==> src/rtl/seq_pattern_player.sv <==
// Programmable pattern sequencer: plays a loadable table of DATA_W-bit entries,
// one per step, paced by a clock-enable prescaler. Supports loop and one-shot modes.
module seq_pattern_player #(
    parameter int DATA_W = 4,
    parameter int DEPTH  = 8,
    parameter int DIV_W  = 8,
    localparam int AW    = $clog2(DEPTH)
) (
    input  logic              clk,
    input  logic              reset,
    input  logic [DIV_W-1:0]  div_val,
    input  logic              wr_en,
    input  logic [AW-1:0]     wr_addr,
    input  logic [DATA_W-1:0] wr_data,
    input  logic [AW-1:0]     last_idx,
    input  logic              one_shot,
    input  logic              start,
    input  logic              stop,
    output logic [DATA_W-1:0] result,
    output logic              step,
    output logic              busy,
    output logic              done
);

    typedef enum logic {
        IDLE,
        RUN
    } state_t;

    state_t              state_q, state_d;
    logic [AW-1:0]       idx_q, idx_d, idx_inc;
    logic [DIV_W-1:0]    presc_q, presc_d;
    logic [DATA_W-1:0]   result_q, result_d;
    logic                step_q, step_d;
    logic                done_q, done_d;
    logic [AW-1:0]       last_q, last_d;
    logic                os_q, os_d;
    logic                tick;
    logic [DATA_W-1:0]   pat_mem [DEPTH];

    // Pattern table; reads below see the pre-write contents on a same-cycle write.
    always_ff @(posedge clk) begin
        if (reset) begin
            for (int unsigned i = 0; i < DEPTH; i++) begin
                pat_mem[i] <= '0;
            end
        end else if (wr_en) begin
            pat_mem[wr_addr] <= wr_data;
        end
    end

    assign idx_inc = idx_q + AW'(1);
    // >= rather than == so a lowered div_val never forces a full wraparound.
    assign tick    = (presc_q >= div_val);

    always_comb begin
        state_d  = state_q;
        idx_d    = idx_q;
        presc_d  = presc_q;
        result_d = result_q;
        step_d   = 1'b0;
        done_d   = 1'b0;
        last_d   = last_q;
        os_d     = os_q;

        unique case (state_q)
            IDLE: begin
                result_d = '0;
                if (start && !stop) begin
                    state_d  = RUN;
                    last_d   = last_idx;
                    os_d     = one_shot;
                    idx_d    = '0;
                    presc_d  = '0;
                    result_d = pat_mem[0];
                    step_d   = 1'b1;
                end
            end
            RUN: begin
                if (stop) begin
                    state_d  = IDLE;
                    idx_d    = '0;
                    presc_d  = '0;
                    result_d = '0;
                end else if (start) begin
                    last_d   = last_idx;
                    os_d     = one_shot;
                    idx_d    = '0;
                    presc_d  = '0;
                    result_d = pat_mem[0];
                    step_d   = 1'b1;
                end else if (tick) begin
                    presc_d = '0;
                    if (idx_q != last_q) begin
                        idx_d    = idx_inc;
                        result_d = pat_mem[idx_inc];
                        step_d   = 1'b1;
                    end else if (!os_q) begin
                        idx_d    = '0;
                        result_d = pat_mem[0];
                        step_d   = 1'b1;
                    end else begin
                        state_d  = IDLE;
                        idx_d    = '0;
                        result_d = '0;
                        done_d   = 1'b1;
                    end
                end else begin
                    presc_d = presc_q + DIV_W'(1);
                end
            end
            default: begin
                state_d  = IDLE;
                result_d = '0;
            end
        endcase
    end

    always_ff @(posedge clk) begin
        if (reset) begin
            state_q  <= IDLE;
            idx_q    <= '0;
            presc_q  <= '0;
            result_q <= '0;
            step_q   <= 1'b0;
            done_q   <= 1'b0;
            last_q   <= '0;
            os_q     <= 1'b0;
        end else begin
            state_q  <= state_d;
            idx_q    <= idx_d;
            presc_q  <= presc_d;
            result_q <= result_d;
            step_q   <= step_d;
            done_q   <= done_d;
            last_q   <= last_d;
            os_q     <= os_d;
        end
    end

    assign result = result_q;
    assign step   = step_q;
    assign busy   = (state_q == RUN);
    assign done   = done_q;

endmodule
==> config.mk <==
export PLATFORM = sky130hd
export DESIGN_NAME = seq_pattern_player
export DESIGN_NICKNAME = d
export VERILOG_FILES = /design/src/rtl/seq_pattern_player.sv
export SDC_FILE = /design/constraint.sdc
export NUM_CORES = 1
export LEC_CHECK = 0
export CAP_MARGIN = 20
export CORE_ASPECT_RATIO = 0.9
export CORE_MARGIN = 10
export CORE_UTILIZATION = 56
export CTS_CLUSTER_DIAMETER = 100
export DETAILED_ROUTE_END_ITERATION = 10
export GPL_ROUTABILITY_DRIVEN = 0
export PLACE_DENSITY_LB_ADDON = 0.12
export SLEW_MARGIN = 20
export SYNTH_ARGS = -nofsm -noshare
export SYNTH_HDL_FRONTEND = slang
export SYNTH_SLANG_ARGS = --single-unit
==> constraint.sdc <==
create_clock -name clk -period 2.4 [get_ports clk]
set_input_delay 0.48 -clock clk [delete_from_list [all_inputs] [get_ports clk]]
set_output_delay 0.48 -clock clk [all_outputs]
set_load 0.01 [all_outputs]
==> impl_results.md <==
* Status: finished, final reports clean
* Place WS at -101 ps
* Number of max-cap violations at 0
* Ant. Diodes at 0
* Post-CTS Setup Inserts at 0
* Grt peak-use layer: met2
* Sequential-to-total area share from yosys stat at 49.2%
* Peak supply drop at 463 µV
* Hold Path Depth at 2
* Clock transition at path regs at 90 ps
* Slew HR at 62.2%
* Area growth syn-to-layout at 18.7%
* Final WL at 5610 µm
* H-tree depth at 2
* Number of global-route vias before repair at 1976
* WL/cell at 15.3 µm
* Mux cell area share after synthesis at 10.2%
* Post-Synth Simple-Gate Area at 21.2%
* Post-Synth Adder-Cell Area at 4.40%
* Vias at 1985
* Layout Cells excl Fill at 366
* Max Root-Sink Buffers at 2
* Synth area leaders: edfxtp_1 34%, dfxtp_1 15%, and2_1 7.7%
* Post-cts resize count at 0
* Reg-to-reg endpoint: result[3]
* Top Ports at 31
* Req. time, crit path at 2600 ps
* Pwr Density at 511 mW/mm²
* Leak Pwr at 1.27 nW
* Syn Nets at 292
* Initial Utilization at 58.2%
* Post-synth EDFFs at 32
* Asr flop ratio synth at 0%
* Hold_sp: result[3]
* Clk root buf: clkbuf_8
* XOR/XNOR Fraction of Synth Area at 1.23%
* Crit Path Max Fanout at 5
* Grt ovf at 0
* Met1 track demand over resource at 20.3%
* Reg2reg setup slack at 290 ps
* RSZ-0062 raised after global routing: no
* Mapped Avg Cell Area at 11.0 µm²
* Layout Skew at 6.74 ps
* Synth Area in Compound Gates at 9.89%
* Drt first pass iters at 6
* Fraction of layout cells with a size suffix above 1 at 12.3%
* Mapped Area at 0.00285 mm²
* Total Power at 0.00173 W
* Area of the core at 0.00489 mm²
* Row count at 24
* Detailed Place HPWL at 4300 µm
* Residual DRC at 0
* Fin area at 0.00338 mm²
* Final hold vios at 0
* Unique masters post-synth at 42
* Placed cell count at 358
* Share of the synthesized area in the top cell type at 33.8%
* Final worst setup slack at 233 ps
* Main combinational cell family by area after synthesis: simple AND/OR/NAND/NOR gates
* Initial antenna violation count at 0
* Max Fclk at 461 MHz
* Fin crit share at 90.3%
* Hold-fix buffers, CTS at 0
* WHS Endpoint: result[3]
* Cells along the critical path: clkdlybuf4s50_1 > inv_1 > ha_1 > and4_1 > nand2_1 > o211a_1 > a21oi_1 > mux2_1
* Fin crit period at 2170 ps
* Die area at 0.00834 mm²
* Biggest area consumer among synthesized cells: edfxtp_1
* Clk sink count at 54
* Die width at 95.2 µm
* Critical Path Max Stage Delay at 450 ps
* Nets at 334
* Largest net degree at the start of global routing at 34
* Via/cell ratio at 5.42
* Class of the worst hold path: register to register
* GRT Total Usage at 14.9%
* # setup viols final at 0
* CP Capture Type: register
* Iter 0 DRT Violations at 137
* Worst skew pair latency at 310 ps
* M3 GR Usage at 4.28%
* Synthesized instance count at 258
* Kind of critical path: primary input to register
* Die Y at 87.6 µm
* IO buf count at 30
* Synth warn at 0
* ANT nets after route at 0
* First-pass GRT wire length at 9650 µm
* Clock tree from TritonCTS: yes
* Met2 GRT Util at 22.4%
* Fin. max-slew vios at 0
* Total CTS buffers at 5
* Startpoint Class: primary input
* Actual slew at the worst max-slew pin at 563 ps
* WP data arrival at 2370 ps
* Yosys reg bits at 54
* Cells on worst reg2reg path at 6
* Dpl cell area at 0.00329 mm²
* Slowest CP cell: clkdlybuf4s50_1
* Top FF cell, synth: edfxtp_1
* Reg2Reg Launch Point: idx_q[1]
layout by cell type (no fill, tap or decap), drive strengths merged, types with 2 or more instances in the layout:
master / count
or3b: 4
clkbuf: 6
o22ai: 5
ha: 10
edfxtp: 32
nor2b: 2
or2: 9
nand4b: 2
a211oi: 6
a21o: 2
nand2: 11
xor2: 4
nor2: 16
clkdlybuf4s50: 30
nand2b: 6
mux2i: 12
nand3: 4
nand3b: 2
a21oi: 11
inv: 18
a32oi: 2
mux4: 7
nor3: 7
a31oi: 4
buf: 14
and2: 36
o211ai: 4
dfxtp: 22
through the flow:
stage | TNS [ps] | utilization [%] | hold WS, ps
CTS | 0 | 69.0 | 469
floorplan | 0 | - | 467
finish | 0 | 69.0 | 460
global placement | -62.2 | 67.2 | 443
global route | 0 | 69.0 | 484
detailed placement | -487 | 67.2 | 455
Yosys cell counts (2+ instances only):
| cell type | count |
|---|---|
| and2_1 | 35 |
| edfxtp_1 | 32 |
| dfxtp_1 | 22 |
| inv_1 | 17 |
| nor2_1 | 16 |
| mux2i_1 | 12 |
| a21oi_1 | 11 |
| nand2_1 | 11 |
| ha_1 | 10 |
| mux4_2 | 7 |
| nor3_1 | 7 |
| a211oi_1 | 6 |
| nand2b_1 | 6 |
| or2_2 | 6 |
| o22ai_1 | 5 |
| a31oi_1 | 4 |
| buf_2 | 4 |
| clkbuf_1 | 4 |
| nand3_1 | 4 |
| o211ai_1 | 4 |
| or3b_1 | 4 |
| xor2_1 | 4 |
| or2_1 | 3 |
| a21o_1 | 2 |
| a32oi_1 | 2 |
| nand3b_1 | 2 |
| nand4b_1 | 2 |
| nor2b_1 | 2 |
layout make-up:
cell class	instances	area (µm²)
Fill cell	382	1520
Clock buffer	6	82.6
Tap cell	65	81.3
Clock inverter	2	8.76
Timing Repair Buffer	44	405
Multi-Input combinational cell	178	1340
Sequential cell	54	1400
Inverter	17	63.8
critical path, delay by kind of cell:
kind	cells	cell delay, ps
AO/OA/AOI/OAI	2	500
buffers and inverters	2	490
multiplexers	1	340
adder cells (fa/ha/maj)	1	280
AND/OR/NAND/NOR	2	280
how the worst max path moves through the flow:
stage / start / slack [ps] / end
finish: div_val[5] / 230 / idx_q[0]
detailed placement: div_val[5] / -100 / idx_q[0]
global route: idx_q[1] / 100 / result[2]
global placement: div_val[5] / -30 / idx_q[0]
floorplan: div_val[5] / 440 / presc_q[3]
CTS: div_val[5] / 230 / idx_q[0]
state kept, by name (all words and copies together), names as in the netlist:
name     cells
last_q       3
result       4
busy         1
pat_mem     32
step         1
os_q         1
idx_q        3
done         1
presc_q      8
logic make-up after synthesis:
kind of cell,Yosys count
AO/OA/AOI/OAI,40
XOR/XNOR,4
adder cells (fa/ha/maj),10
buffers and inverters,26
flip-flops,54
multiplexers,20
AND/OR/NAND/NOR,104
where the power goes:
part,switching (W),internal (W),total (W)
Clock,0.000277,0.000229,0.000506
Sequential,0.0000191,0.00102,0.00104
Combinational,0.0000852,0.0000956,0.000181
Total,0.000381,0.00135,0.00173
routing by layer:
layer  vias to the layer above  part of all wire, %
met5                         -                    0
met4                         0                  1.0
met3                         5                  5.6
met2                        46                   46
met1                       921                   48
li1                       1013                    -
No activity file was read; power rests on OpenSTA's default activity.
